[src/rtl/rx_scramble_pkg.sv]
// Shared scrambler definitions for the PCIe Gen1/2 RX descrambler and the
// TX scrambler.
//
// Contents:
//   SEED_DEFAULT, COM_SYM_DEFAULT, SKP_SYM_DEFAULT  default parameter values
//   LFSR_TAPS     Galois feedback taps (bits 3,4,5; bit 0 takes the MSB)
//   lfsr_step(s)  one serial shift of G(X)=X^16+X^5+X^4+X^3+1
//   lfsr_adv8(s)  eight serial shifts (one symbol's worth)
//   lfsr_key(s)   8-bit scrambling key; bit j is s[15] after j shifts
package rx_scramble_pkg;

  localparam logic [15:0] SEED_DEFAULT    = 16'hFFFF;
  localparam logic [7:0]  COM_SYM_DEFAULT = 8'hBC;
  localparam logic [7:0]  SKP_SYM_DEFAULT = 8'h1C;
  localparam logic [15:0] LFSR_TAPS       = 16'h0038;

  // The MSB rotates into bit 0 and is also folded into the tap positions.
  function automatic logic [15:0] lfsr_step(input logic [15:0] s);
    logic fb;
    fb = s[15];
    lfsr_step = {s[14:0], fb} ^ (fb ? LFSR_TAPS : 16'h0000);
  endfunction

  function automatic logic [15:0] lfsr_adv8(input logic [15:0] s);
    logic [15:0] t;
    t = s;
    for (int j = 0; j < 8; j++) begin
      t = lfsr_step(t);
    end
    lfsr_adv8 = t;
  endfunction

  function automatic logic [7:0] lfsr_key(input logic [15:0] s);
    logic [15:0] t;
    logic [7:0]  k;
    t = s;
    k = 8'h00;
    for (int j = 0; j < 8; j++) begin
      k[j] = t[15];
      t    = lfsr_step(t);
    end
    lfsr_key = k;
  endfunction

endpackage

[src/rtl/rx_descr_lane.sv]
// One symbol stage of the descrambler chain.
//
// Ports:
//   s_in      LFSR state presented to this symbol
//   data      received symbol
//   k         symbol is a K code
//   valid     symbol is valid and on an active lane
//   s_out     LFSR state handed to the next symbol
//   data_out  descrambled symbol (K codes pass through, invalid gives 0)
module rx_descr_lane
  import rx_scramble_pkg::*;
#(
  parameter logic [15:0] SEED    = SEED_DEFAULT,
  parameter logic [7:0]  COM_SYM = COM_SYM_DEFAULT,
  parameter logic [7:0]  SKP_SYM = SKP_SYM_DEFAULT
) (
  input  logic [15:0] s_in,
  input  logic [7:0]  data,
  input  logic        k,
  input  logic        valid,
  output logic [15:0] s_out,
  output logic [7:0]  data_out
);

  // COM reseeds, SKP freezes the LFSR so the TX side stays aligned after
  // elastic-buffer SKP insertion/removal; every other symbol costs 8 shifts.
  always_comb begin
    s_out    = s_in;
    data_out = 8'h00;
    if (valid) begin
      if (k) begin
        data_out = data;
        if (data == COM_SYM) begin
          s_out = SEED;
        end else if (data != SKP_SYM) begin
          s_out = lfsr_adv8(s_in);
        end
      end else begin
        data_out = data ^ lfsr_key(s_in);
        s_out    = lfsr_adv8(s_in);
      end
    end
  end

endmodule

[src/rtl/rx_descrambler.sv]
// PCIe Gen1/2 receive descrambler, 1/2/4 symbols per pclk.
//
// Ports:
//   pclk, reset          PIPE clock, synchronous active-high reset
//   turnOff              bypass descrambling; LFSR keeps tracking
//   PIPEWIDTH            8/16/32 selects 1/2/4 active lanes, else none
//   rxData/K/Valid       decoded symbols, lane 0 first in time
//   descrDataOut         descrambled symbols (1 pclk latency)
//   descrDataK           registered rxDataK
//   descrDataValid       registered valid, masked to active lanes
//   locked               only with RX_DESCRAMBLER_LOCK_EN: a COM has been seen
//
// Build option RX_DESCRAMBLER_LOCK_EN: suppress valid until the first COM.
module rx_descrambler
  import rx_scramble_pkg::*;
#(
  parameter logic [15:0] SEED    = SEED_DEFAULT,
  parameter logic [7:0]  COM_SYM = COM_SYM_DEFAULT,
  parameter logic [7:0]  SKP_SYM = SKP_SYM_DEFAULT
) (
  input  logic        pclk,
  input  logic        reset,
  input  logic        turnOff,
  input  logic [5:0]  PIPEWIDTH,
  input  logic [31:0] rxData,
  input  logic [3:0]  rxDataK,
  input  logic [3:0]  rxDataValid,
  output logic [31:0] descrDataOut,
  output logic [3:0]  descrDataK,
  output logic [3:0]  descrDataValid
`ifdef RX_DESCRAMBLER_LOCK_EN
  ,
  output logic        locked
`endif
);

  logic [15:0]      lfsr;
  logic [3:0]       active;
  logic [3:0]       lane_valid;
  logic [4:0][15:0] s_chain;
  logic [3:0][7:0]  lane_out;
  logic [31:0]      data_next;
  logic [3:0]       valid_next;

  always_comb begin
    active = 4'b0000;
    case (PIPEWIDTH)
      6'd8:    active = 4'b0001;
      6'd16:   active = 4'b0011;
      6'd32:   active = 4'b1111;
      default: active = 4'b0000;
    endcase
  end

  // Inactive lanes look invalid to the chain, so they leave the LFSR alone.
  assign lane_valid = rxDataValid & active;
  assign s_chain[0] = lfsr;

  for (genvar i = 0; i < 4; i++) begin : g_lane
    rx_descr_lane #(
      .SEED    (SEED),
      .COM_SYM (COM_SYM),
      .SKP_SYM (SKP_SYM)
    ) u_lane (
      .s_in     (s_chain[i]),
      .data     (rxData[i*8 +: 8]),
      .k        (rxDataK[i]),
      .valid    (lane_valid[i]),
      .s_out    (s_chain[i+1]),
      .data_out (lane_out[i])
    );
  end

  always_comb begin
    data_next = 32'h0;
    for (int i = 0; i < 4; i++) begin
      if (active[i]) begin
        data_next[i*8 +: 8] = turnOff ? rxData[i*8 +: 8] : lane_out[i];
      end
    end
  end

`ifdef RX_DESCRAMBLER_LOCK_EN
  localparam logic [0:0] ST_UNLOCKED = 1'b0;
  localparam logic [0:0] ST_LOCKED   = 1'b1;

  logic [0:0] lock_state;
  logic [4:0] seen;

  // seen[i] says a COM occurred before lane i (this cycle or earlier), so
  // the COM lane itself and everything after it are released.
  always_comb begin
    seen       = 5'b0;
    valid_next = 4'b0;
    seen[0]    = (lock_state == ST_LOCKED);
    for (int i = 0; i < 4; i++) begin
      if (lane_valid[i] && rxDataK[i] && (rxData[i*8 +: 8] == COM_SYM)) begin
        seen[i+1]     = 1'b1;
        valid_next[i] = 1'b1;
      end else begin
        seen[i+1]     = seen[i];
        valid_next[i] = lane_valid[i] & seen[i];
      end
    end
  end

  always_ff @(posedge pclk) begin
    if (reset) begin
      lock_state <= ST_UNLOCKED;
    end else if (seen[4]) begin
      lock_state <= ST_LOCKED;
    end
  end

  assign locked = (lock_state == ST_LOCKED);
`else
  assign valid_next = lane_valid;
`endif

  always_ff @(posedge pclk) begin
    if (reset) begin
      lfsr           <= SEED;
      descrDataOut   <= 32'h0;
      descrDataK     <= 4'h0;
      descrDataValid <= 4'h0;
    end else begin
      lfsr           <= s_chain[4];
      descrDataOut   <= data_next;
      descrDataK     <= rxDataK;
      descrDataValid <= valid_next;
    end
  end

endmodule

[config.mk]
export PLATFORM = sky130hd
export DESIGN_NAME = rx_descrambler
export DESIGN_NICKNAME = d
export VERILOG_FILES = /design/src/rtl/rx_scramble_pkg.sv /design/src/rtl/rx_descr_lane.sv /design/src/rtl/rx_descrambler.sv
export SDC_FILE = /design/constraint.sdc
export NUM_CORES = 1
export LEC_CHECK = 0
export CORE_UTILIZATION = 52
export CTS_CLUSTER_DIAMETER = 150
export DETAILED_ROUTE_END_ITERATION = 6
export PLACE_DENSITY = 0.84
export SLEW_MARGIN = 20
export SYNTH_ARGS = -nofsm -noshare
export SYNTH_HDL_FRONTEND = slang
export SYNTH_SLANG_ARGS = --single-unit
[constraint.sdc]
create_clock -name pclk -period 5 [get_ports pclk]
set_input_delay 0.75 -clock pclk [delete_from_list [all_inputs] [get_ports pclk]]
set_output_delay 0.75 -clock pclk [all_outputs]
set_load 0.02 [all_outputs]
# Word-level counts from Yosys, hierarchy flattened
# Index checks and enable logic that the tools add are counted.
dict set report totals {
  register_bits 56
  input_bits 49
  output_inout_bits 40
  wordCells 124
}
dict set report op_classes {
  n_eq_ne 11
  n_mux 61
  bitwise_logic 41
  reduce_logical 4
}
# operator n
set ops {}
lappend ops {{16-bit bitwise XOR} 29}
lappend ops {{16-bit 2-to-1 mux} 16}
lappend ops {{6-bit 2-to-1 mux} 32}
lappend ops {{8-bit 2-to-1 mux} 12}
lappend ops {{16-bit by 6-bit bitwise XOR with 16-bit output} 3}
lappend ops {{8-bit == test (second input constant)} 4}
lappend ops {{8-bit by 5-bit != test with 1-bit output (second input constant)} 4}
lappend ops {{8-bit bitwise XOR} 4}
lappend ops {{4-bit case mux with 3 select lines} 1}
lappend ops {{2-bit OR reduction} 4}
lappend ops {{6-bit by 4-bit == test with 1-bit output (second input constant)} 1}
lappend ops {{6-bit by 5-bit == test with 1-bit output (second input constant)} 1}
lappend ops {{6-bit == test (second input constant)} 1}
lappend ops {{4-bit bitwise AND} 1}
lappend ops {{1-bit inverter} 4}

# Longest topological paths before layout
# Gate-level depths: netlist of the first run.
dict set report depth {
  word_depth 80
  mapped_depth 15
  ltp_nobuf 11
}

# Hierarchy
# A second synthesis of the first run with hierarchy kept.
dict set report unflattened {
  cells_unflattened 584
  area_unflattened_um2 5089.9
}
# module instances cells_each area_per_inst_um2 seq_area_each_um2
set modules_own_cells {}
lappend modules_own_cells {rx_descr_lane 4 104 802.0 0.0}
lappend modules_own_cells {rx_descrambler 1 168 1881.8 1121.1}

# Least setup slack after synthesis of the first run
# No wires, ideal clock.
dict set report synth_path {
  path_type {in2reg}
  startpoint {input rxData[1]}
  endpoint {register lfsr[6]}
  setup_ns 0.122
  arrival_ns 3.815
  required_ns 4.878
  path_slack_ns 1.063
  path_stages 14
  path_buffers 3
  path_cell_list {or3b_1 > buf_6 > or4_4 > buf_6 > nand2_4 > mux2i_1 > a22o_1 > buf_6 > or3_4 > and3_4 > o21a_1 > or4_1 > a211oi_1 > nor3b_1}
}
dict set report synth_via {
  elab_chain_len 44
  word_cells_on_any_way 60
  classes_between {eq/ne: 2; mux: 34; bitwise: 24}
}
# element line
set synth_lines {}
lappend synth_lines {{start, declared} rx_descrambler.sv:25} ;# input logic [31:0] rxData,
lappend synth_lines {{8-bit by 5-bit != test with 1-bit output} rx_descr_lane.sv:35} ;# end else if (data != SKP_SYM) begin
lappend synth_lines {{16-bit 2-to-1 mux} rx_descr_lane.sv:35}
lappend synth_lines {{16-bit 2-to-1 mux *} rx_descr_lane.sv:33} ;# if (data == COM_SYM) begin
lappend synth_lines {{16-bit 2-to-1 mux *} rx_descr_lane.sv:31} ;# if (k) begin
lappend synth_lines {{16-bit 2-to-1 mux *} rx_descr_lane.sv:30} ;# if (valid) begin
lappend synth_lines {{6-bit 2-to-1 mux} rx_scramble_pkg.sv:21} ;# lfsr_step = {s[14:0], fb} ^ (fb ? LFSR_TAPS : 16'h0000);
lappend synth_lines {{16-bit bitwise XOR (7 in a row)} rx_scramble_pkg.sv:21}
lappend synth_lines {{16-bit bitwise XOR} -}
lappend synth_lines {{[... 16 more ...]} -}
lappend synth_lines {{16-bit 2-to-1 mux *} rx_descr_lane.sv:30}
lappend synth_lines {{16-bit bitwise XOR (6 in a row)} rx_scramble_pkg.sv:21}
lappend synth_lines {{6-bit 2-to-1 mux} rx_scramble_pkg.sv:21}
lappend synth_lines {{16-bit by 6-bit bitwise XOR with 16-bit output (2 in a row)} rx_scramble_pkg.sv:21}
lappend synth_lines {{16-bit 2-to-1 mux} rx_descr_lane.sv:35}
lappend synth_lines {{16-bit 2-to-1 mux} rx_descr_lane.sv:33}
lappend synth_lines {{16-bit 2-to-1 mux} rx_descr_lane.sv:31}
lappend synth_lines {{16-bit 2-to-1 mux *} rx_descr_lane.sv:30}
lappend synth_lines {{end signal, assigned} rx_descrambler.sv:127} ;# lfsr <= s_chain[4];
lappend synth_lines {{end, declared} rx_descrambler.sv:37} ;# logic [15:0] lfsr;
# Every way passes the cells marked *; elsewhere a longest branch is shown, timed or not.
# A chain may end at the register's enable or synchronous reset.

# Worst setup path after layout of the first run
dict set report layout_path {
  startpoint {input rxData[2]}
  endpoint {register lfsr[6]}
}
# The elaborated chain is that of the path after synthesis.

==> results.md, run 1 <==
* # rows at 32
* Minimum clock period at 4.64 ns
* Req. time, crit path at 5.21 ns
* Startpoint Class: input pin
* Final core occ at 68.5%
* # Post-CTS Setup Buffers at 0
* Clock root buffer: clkbuf_8
* PostCTS Resize Cnt at 0
* Die width at 92.7 um
* Seq/Total Area, Yosys at 26.2%
* HP Class: reg -> reg
* Initial antenna violation count at 0
* Nets at approximately 680
* Seq cells post-synth at 56
* Combinational power share at 26.5%
* WL/cell at 17.1 um
* Multi-input logic area at 3000 um^2
* YS warnings at 0
* Iter 0 DRT Violations at 511
* Register area at 1120 um^2
* Async S/R FF share, synth at 0%
* Share of layout cells above drive strength 1 at 8.04%
* TritonCTS clock tree: done
* Syn_area_per_cell at slightly below 8 um^2
* Final setup viols at 0
* # fillers at 677
* P_sw at 0.000298 W
* Part of the cycle the worst path needs at 92.8%
* Crit path DAT at 4.85 ns
* RSZ-0062 raised after global routing: false
* Hold_buf cts at 0
* Clk_lat worst skew at roughly 0.32 ns
* Worst setup EP type: register
* WHS at 0.666 ns
* VDD IR-drop max at 0.120 mV
* Initial core utilization at a little over half
* Vias in the first global route at approximately 4000
* Slew HR at between 30% and 40%
* Setup TNS at 0 ns
* Post-Place Setup Slack at ~0.13 ns
* Vias per cell at about 6.0
* Final antenna-violating net count at 0
* Power per cell area at 192 nW/um^2
* Commonest non-fill, non-tap cells in the layout: clkdlybuf4s50_1 (88), nor2_1 (79), nand2_1 (62)
* Clock buffer count from CTS at 5
* Via count at 4396
* Worst Path Max Fanout at 13
* WS Path Type: in -> reg
* Final total power at 0.00103 W
* Clock sink total at between 50 and 60
* Synth Net Count at 600
* Clock share of power at 28.4%
* Routability Congestion at 1.01
* Static Leak at roughly 2.0 nW
* Main synth FF type: dfxtp_1
* First-pass GRT wire length at 20.1 mm
* Post-Route WL at 12.6 mm
* Clk_skew at 0.0136 ns
* IO Port Bufs at 88
* Pins Over Slew Limit at 0
* First-pass DRT Iterations at 6
* Most common cell after layout, fill and taps aside: clkdlybuf4s50_1
* Status: completed
* Maximum clock frequency at 0.215 GHz
* Worst-Margin Slew at 0.912 ns
* Distinct cells, synth at 68
* Clock Pin Slew Worst Setup and Hold Paths at 0.10 ns
* EDFF count, synth at 0
* Max Cap Viol at 0
* IO Count at just under 90
* Mapped cell area at ~4300 um^2
* CTS max path bufs at 2
* DRC Markers at 0
* Die height at just over 90 um
* Largest net degree at the start of global routing at 18
* Fin worst setup slack at 0.358 ns
* Post-Synthesis Cells at 551
* Sequential power share at 45.1%
* DIE AREA at 8590 um^2
* ANT cells at 0
* Hold Violations, Final at 0
* Switching portion of total power at 28.8%
* GRT Overall Usage at between 20% and 30%
* Htree depth at 2
* Placeable Area at 7850 um^2
* Internal Power at roughly 0.00073 W
* GRT overflow at 0
* Hpwl dp at about 10 mm
* Area growth syn-to-layout at 25.7%
==> metrics by stage <==
stage / instance area, um^2 / std cells
2_1_floorplan: 4280 / 551
3_3_place_gp: 5270 / 728
3_5_place_dp: 5270 / 728
4_1_cts: 5380 / 736
5_1_grt: 5380 / 736
6_report: 5380 / 736
==> kinds of logic after synthesis <==
kind of cell / Yosys count / synth area share (%)
compound gates: 119 / 18.9
mux: 5 / 1.26
simple gates: 235 / 27.4
xor+xnor: 102 / 22.5
flops: 56 / 26.2
buf+inv: 34 / 3.66
==> sequential cells by signal, indices dropped and copies added, names as in the netlist <==
name and cells:
descrDataK 4, descrDataOut 32, descrDataValid 4, lfsr 16
==> layout make-up <==
class                      count  share of cell area, %
multi-input combinational    461                   55.8
sequential                    56                   20.9
timing repair buffer         104                   18.6
tap                          102                   2.37
clock buffer                   6                   1.35
clock inverter                 2                  0.652
inverter                       5                  0.349
==> final timing paths <==
check | from | to | slack, ns | depth (start not counted)
worst min register to register | lfsr[12] | descrDataOut[3] | 0.67 | 3
worst min-delay path | lfsr[12] | descrDataOut[3] | 0.67 | 3
worst max-delay path | rxData[2] | lfsr[6] | 0.36 | 12
worst max register to register | lfsr[14] | lfsr[8] | 1.42 | 11
==> synth_stat cells, drive strengths merged (6+ instances only) <==
cell type	number	area share (%)
buf	9	1.5
clkbuf	20	1.8
nand3	20	2.3
or3	6	1.1
a21o	8	1.4
nor2	80	7.1
xor2	40	8.2
nor4	7	1.5
dfxtp	56	26
o211ai	9	1.7
o21ai	30	3.6
a31oi	11	1.6
nor3	18	2.1
a21oi	22	2.6
xnor2	57	12
nand2	63	5.7
nor2b	6	0.88
==> critical path, stage by stage <==
cell	delay [ns]
clkdlybuf4s50_1	0.49
or3b_1	0.51
or4_4	0.53
nand2_4	0.18
mux2i_1	0.31
a22o_1	0.40
xnor3_1	0.39
xor2_1	0.16
o21ai_1	0.50
xnor2_1	0.27
nand4_1	0.14
nor3b_1	0.19
==> routing by layer <==
layer  share of wire, %  track usage (%)  wire (um)
met2                 47             51.4       5930
met5                  0                0          0
met4                2.7             9.49        340
met1                 41             38.0       5220
met3                8.9             4.60       1130
==> power by group through the flow <==
stage          Clock (W)  Sequential [W]  Combinational (W)
6_report        0.000293        0.000465           0.000274
5_1_grt         0.000318        0.000466           0.000296
4_1_cts         0.000295        0.000465           0.000270
3_5_place_dp           0        0.000476           0.000268
3_3_place_gp           0        0.000475           0.000265
2_1_floorplan          0        0.000471           0.000177
(Power assumes the default switching activity.)
==> run 2: changes to the inputs <==
CORE_MARGIN = 3   (was default)
==> run 2 against run 1 <==
Net effect: register-to-register slack improved by 0.10 ns; final area increased by 0.23%; setup slack improved by 0.20 ns; largest cell class unchanged; sequential share of layout area about the same; die area increased by 8.8%; sequential cell count unchanged; utilization increased by 0.16 points; hold slack improved by 0.034 ns; cell count increased by 0.54%; critical path type unchanged; highest routed layer unchanged; global-route usage decreased by 1.3 points; total power decreased by 3.4%; clock power decreased by 14%.
==> results.md, run 2 (synthesis gave the netlist of run 1 again) <==
* Clock root buffer: clkbuf_8 (unchanged)
* Final total power at 0.000997 W (was 0.00103 W)
* TritonCTS clock tree: done (unchanged)
* Worst setup EP type: register (unchanged)
* GRT overflow at 0 (unchanged)
* Max Cap Viol at 0 (unchanged)
* Nets at 686 (was 682)
* First-pass GRT wire length at 21.9 mm (was 20.1 mm)
* Startpoint Class: input pin (unchanged)
* WHS at 0.700 ns (was 0.666 ns)
* HP Class: reg -> reg (unchanged)
* # rows at 32 (unchanged)
* Worst-Margin Slew at 0.908 ns (was 0.912 ns)
* Hold Violations, Final at 0 (unchanged)
* Minimum clock period at 4.44 ns (was 4.64 ns)
* Part of the cycle the worst path needs at 88.8% (was 92.8%)
* Htree depth at 2 (unchanged)
* Initial antenna violation count at 0 (unchanged)
* CTS max path bufs at 2 (unchanged)
* Die width at 96.7 um (was 92.7 um)
* Vias per cell at 5.96 (was 5.97)
* Crit path DAT at 4.66 ns (was 4.85 ns)
* Post-Route WL at 13.4 mm (was 12.6 mm)
* IO Count at 89 (unchanged)
* Routability Congestion at 1.04 (was 1.01)
* Req. time, crit path at 5.22 ns (was 5.21 ns)
* Final antenna-violating net count at 0 (unchanged)
* DP Cell Count at 732 (was 728)
* Final instance area at 5390 um^2 (was 5380 um^2)
* Slew HR at 39.5% (was 39.2%)
* Clk_lat worst skew at 0.31 ns (was 0.32 ns)
* Clock sink total at 56 (unchanged)
* PostCTS Resize Cnt at 0 (unchanged)
* RSZ-0062 raised after global routing: false (unchanged)
* Placeable Area at 7850 um^2 (unchanged)
* Largest net degree at the start of global routing at 19 (was 18)
* IO Port Bufs at 88 (unchanged)
* Post-DP Area at 5300 um^2 (was 5270 um^2)
* Register bank with the most flops: descrDataOut (unchanged)
* WS Path Type: in -> reg (unchanged)
* Area growth syn-to-layout at 26.0% (was 25.7%)
* Commonest non-fill, non-tap cells in the layout: clkdlybuf4s50_1 (88), nor2_1 (79), nand2_1 (62) (unchanged)
* DIE AREA at 9350 um^2 (was 8590 um^2)
* Fin cells at 740 (was 736)
* Clock buffer count from CTS at 5 (unchanged)
* VDD IR-drop max at 0.129 mV (was 0.120 mV)
* DRC Markers at 0 (unchanged)
* Setup TNS at 0 ns (unchanged)
* Worst Path Max Fanout at 13 (unchanged)
* Via count at 4409 (was 4396)
* Static Leak at 2.01 nW (was 2.00 nW)
* WL/cell at 18.1 um (was 17.1 um)
* Clk_skew at 0.00637 ns (was 0.0136 ns)
* Final setup viols at 0 (unchanged)
* Largest regs: descrDataOut (32), lfsr (16) (unchanged)
* Power per cell area at 185 nW/um^2 (was 192 nW/um^2)
* Hpwl dp at 10.8 mm (was 9.99 mm)
* Max FFs per register at 32 (unchanged)
* Hold_buf cts at 0 (unchanged)
* Vias in the first global route at 4233 (was 4096)
* Die height at 96.7 um (was 92.7 um)
* Iter 0 DRT Violations at 441 (was 511)
* Status: completed (unchanged)
* Initial core utilization at 54.5% (unchanged)
* GRT Overall Usage at 28.6% (was 29.8%)
* Pins Over Slew Limit at 0 (unchanged)
* Maximum clock frequency at 0.225 GHz (was 0.215 GHz)
* ANT cells at 0 (unchanged)
* # Post-CTS Setup Buffers at 0 (unchanged)
* First-pass DRT Iterations at 5 (was 6)
* Share of layout cells above drive strength 1 at 8.78% (was 8.04%)
* Most common cell after layout, fill and taps aside: clkdlybuf4s50_1 (unchanged)
* Clock Pin Slew Worst Setup and Hold Paths at 0.10 ns (about the same)
## run 2: worst paths after layout
path | start | to | slack [ns] | cells past startpoint
worst max-delay path | rxData[3] | lfsr[6] | 0.56 | 12
worst min-delay path | lfsr[13] | descrDataOut[2] | 0.70 | 3
worst max register to register | lfsr[12] | lfsr[9] | 1.52 | 11
worst min register to register | lfsr[13] | descrDataOut[2] | 0.70 | 3
## run 2: critical path, stage by stage
cell and delay (ns):
clkdlybuf4s50_1 0.53, nand4b_2 0.28, or4_4 0.63, nand2_4 0.19, mux2i_1 0.38, a22o_1 0.41, o21ai_0 0.19, a21oi_1 0.32
nor3_1 0.15, or4_1 0.53, a211oi_1 0.23, nor3b_1 0.07
## run 2: report_power, final
group / switching (W) / leakage (nW) / total, W / internal [W]
sequential: 0.0000123 / 0.454 / 0.000466 / 0.000454
clock: 0.000153 / 0.0445 / 0.000253 / 0.0000998
combinational: 0.000145 / 1.51 / 0.000279 / 0.000134
## run 2: stage by stage
stage | setup WS [ns] | util, %
CTS | 0.643 | 68.7
global route | 0.374 | 68.7
finish | 0.559 | 68.7
global placement | 0.399 | 67.5
floorplan | 1.06 | -
detailed placement | 0.306 | 67.5
## run 2: per-layer routing
metal | routed length (um) | GRT usage [%]
met5 | 0 | 0
met4 | 469 | 11.8
met3 | 883 | 4.25
met2 | 6530 | 49.0
met1 | 5530 | 35.6
## run 2: layout make-up
| type | count | area [um^2] |
|---|---|---|
| multi-input cells | 461 | 3000 |
| fillers | 673 | 2460 |
| flip-flops and latches | 56 | 1120 |
| repair buffers | 108 | 1030 |
| well taps | 102 | 128 |
| clock buffers | 5 | 68.8 |
| clock inverters | 3 | 21.3 |
| inverters | 5 | 18.8 |
==> run 3: changes to the inputs <==
TNS_END_PERCENT = 50   (was default)
clock period = 5.1 ns   (was 5 ns; I/O delays follow)
==> run 3 against run 2 <==
Net effect: cell count decreased by 1.1%; routed wire length increased by 0.68%; setup slack improved by 0.021 ns; critical endpoint unchanged.
==> results.md, run 3 (synthesis gave the netlist of run 1 again) <==
* First-pass DRT Iterations at 5 (unchanged)
* Placeable Area at 7850 um^2 (unchanged)
* Post-Place Setup Slack at 0.213 ns (was 0.306 ns)
* Commonest non-fill, non-tap cells in the layout: clkdlybuf4s50_1 (88), nor2_1 (79), nand2_1 (62) (unchanged)
* VDD IR-drop max at 0.124 mV (was 0.129 mV)
* CP delay by family, top: simple AND/OR/NAND/NOR gates (unchanged)
* Clk_skew at 0.0165 ns (was 0.00637 ns)
* CTS max path bufs at 2 (unchanged)
* Clock sink total at 56 (unchanged)
* Hpwl dp at 10.7 mm (was 10.8 mm)
* DRC Markers at 0 (unchanged)
* Clock root buffer: clkbuf_8 (unchanged)
* Hold Violations, Final at 0 (unchanged)
* Status: completed (unchanged)
* ANT cells at 0 (unchanged)
* WL/cell at 18.4 um (was 18.1 um)
* Max Cap Viol at 0 (unchanged)
* Area growth syn-to-layout at 25.1% (was 26.0%)
* IO Port Bufs at 88 (unchanged)
* Clock buffer count from CTS at 5 (unchanged)
* Clock share of power at 29.4% (was 25.3%)
* CP cell instances: clkdlybuf4s50_1 > or3b_1 > or4_4 > a21oi_1 > o21ai_1 > xnor2_1 > o211ai_1 > a21oi_1 > o21a_1 > or4_1 > a211oi_1 > nor3b_1 (was clkdlybuf4s50_1 > nand4b_2 > or4_4 > nand2_4 > mux2i_1 > a22o_1 > o21ai_0 > a21oi_1 > nor3_1 > or4_1 > a211oi_1 > nor3b_1)
* Clock Pin Slew Worst Setup and Hold Paths at 0.11 ns (was 0.10 ns)
* Switching portion of total power at 29.9% (was 31.1%)
* Setup TNS at 0 ns (unchanged)
* Static Leak at 1.98 nW (was 2.01 nW)
* P_sw at 0.000309 W (was 0.000310 W)
* Register bank with the most flops: descrDataOut (unchanged)
* Combinational power share at 26.2% (was 28.0%)
* RSZ-0062 raised after global routing: false (unchanged)
* Req. time, crit path at 5.33 ns (was 5.22 ns)
* WS Path Type: in -> reg (unchanged)
* Vias per cell at 6.00 (was 5.96)
* CP most frequent cell: a21oi_1
* Worst setup EP type: register (unchanged)
* Slew HR at 40.1% (was 39.5%)
* Initial core utilization at 54.5% (unchanged)
* Clk_lat worst skew at 0.33 ns (was 0.31 ns)
* Crit path DAT at 4.75 ns (was 4.66 ns)
* Power per cell area at 193 nW/um^2 (was 185 nW/um^2)
* Final setup viols at 0 (unchanged)
* Reg2Reg Depth at 11 (unchanged)
* DP Cell Count at 724 (was 732)
* CP startpoint: rxData[2] (was rxData[3])
* Largest regs: descrDataOut (32), lfsr (16) (unchanged)
* Largest net degree at the start of global routing at 18 (was 19)
* Maximum clock frequency at around 0.22 GHz
* Hold_buf cts at 0 (unchanged)
* # Post-CTS Setup Buffers at 0 (unchanged)
* Htree depth at 2 (unchanged)
* PostCTS Resize Cnt at 0 (unchanged)
* Die height at 96.7 um (unchanged)
* IO Count at 89 (unchanged)
* WP buf/inv at 1 (unchanged)
* Startpoint Class: input pin (unchanged)
* HP Class: reg -> reg (unchanged)
* Hold path depth at 3 (unchanged)
* WHS Endpoint: descrDataOut[3] (was descrDataOut[2])
* Critical register-to-register path startpoint: lfsr[14] (was lfsr[12])
* Routability Congestion at 1.04 (about the same)
* Share of layout cells above drive strength 1 at 7.46% (was 8.78%)
* Fin cells at 732 (was 740)
* GRT overflow at 0 (unchanged)
* Minimum clock period at 4.52 ns
* RR Endpoint: lfsr[9] (unchanged)
* Iter 0 DRT Violations at 424 (was 441)
* Part of the cycle the worst path needs at 88.6%
* Sequential power share at 44.4% (was 46.7%)
* Nets at 678 (was 686)
* Initial antenna violation count at 0 (unchanged)
* Max incr delay on CP at 0.56 ns (was 0.63 ns)
* Most common cell after layout, fill and taps aside: clkdlybuf4s50_1 (unchanged)
* Beginning of the worst hold path: lfsr[12] (was lfsr[13])
* Max FFs per register at 32 (unchanged)
* # rows at 32 (unchanged)
* DIE AREA at 9350 um^2 (unchanged)
* Vias in the first global route at 4150 (was 4233)
* Final core occ at 68.2% (was 68.7%)
* Die width at 96.7 um (unchanged)
* Post-Route WL at 13.5 mm (was 13.4 mm)
* Worst R2R Setup Slack at 1.49 ns (was 1.52 ns)
* Slowest cell on the critical path: o211ai_1 (was or4_4)
* Final instance area at 5350 um^2 (was 5390 um^2)
* First-pass GRT wire length at 21.4 mm (was 21.9 mm)
* Worst Path Max Fanout at 9 (was 13)
* Post-DP Area at 5240 um^2 (was 5300 um^2)
* GRT Overall Usage at 28.0% (was 28.6%)
* Pins Over Slew Limit at 0 (unchanged)
* Worst-Margin Slew at 0.899 ns (was 0.908 ns)
* Via count at 4390 (was 4409)
* TritonCTS clock tree: done (unchanged)
* Internal Power at 0.000722 W (was 0.000687 W)
* Final antenna-violating net count at 0 (unchanged)
* Fin worst setup slack at 0.580 ns (was 0.559 ns)
==> run 3: cell types whose count changed in the layout (fill, tap and decap cells not counted), sizes merged <==
cell      before  now
buf           20   12
clkinvlp       1    0
clkinv         1    0
bufinv         0    1
clkbuf         5    6
==> run 3: cell type report <==
type	count	area, um^2
clock buffer	6	72.6
clock inverter	2	38.8
fill	678	2500
inverter	5	18.8
multi-input combinational	461	3000
sequential	56	1120
tap	102	128
timing repair buffer	100	971
==> run 3: how the worst max path moves through the flow <==
stage	end	cells past startpoint
global route	lfsr[4]	12
global placement	lfsr[4]	12
floorplan	lfsr[6]	14
CTS	lfsr[4]	12
finish	lfsr[6]	12
detailed placement	lfsr[4]	12
==> run 3: power groups by stage <==
| stage | registers, W | clock network, W | logic, W |
|---|---|---|---|
| after global placement | 0.000467 | 0 | 0.000260 |
| after floorplan | 0.000462 | 0 | 0.000173 |
| after detailed placement | 0.000467 | 0 | 0.000265 |
| final | 0.000457 | 0.000304 | 0.000270 |
| after global routing | 0.000458 | 0.000319 | 0.000291 |
| after CTS | 0.000457 | 0.000302 | 0.000266 |
==> run 3: worst register-to-register path, delay by kind of cell, from the launching register on <==
family                    cells  cell delay, ns
and+or+nand+nor               4            1.19
xor gates and xnor gates      4            1.05
AOI/OAI and AO/OA             3            0.64
DFF                           1            0.58
==> run 3: per-layer routing <==
metal	vias to the layer above	GRT usage [%]	part of all wire, %
li1	2086	-	-
met1	2048	35.7	42
met2	223	47.6	48
met3	33	4.76	6.5
met4	0	9.94	3.1
met5	-	0	0
==> run 3: metrics by stage <==
| stage | hold WS, ns | power [W] |
|---|---|---|
| 3_5_place_dp | 0.669 | 0.000732 |
| 3_3_place_gp | 0.655 | 0.000727 |
| 4_1_cts | 0.692 | 0.00102 |
| 5_1_grt | 0.743 | 0.00107 |
| 2_1_floorplan | 0.560 | 0.000635 |
| 6_report | 0.697 | 0.00103 |
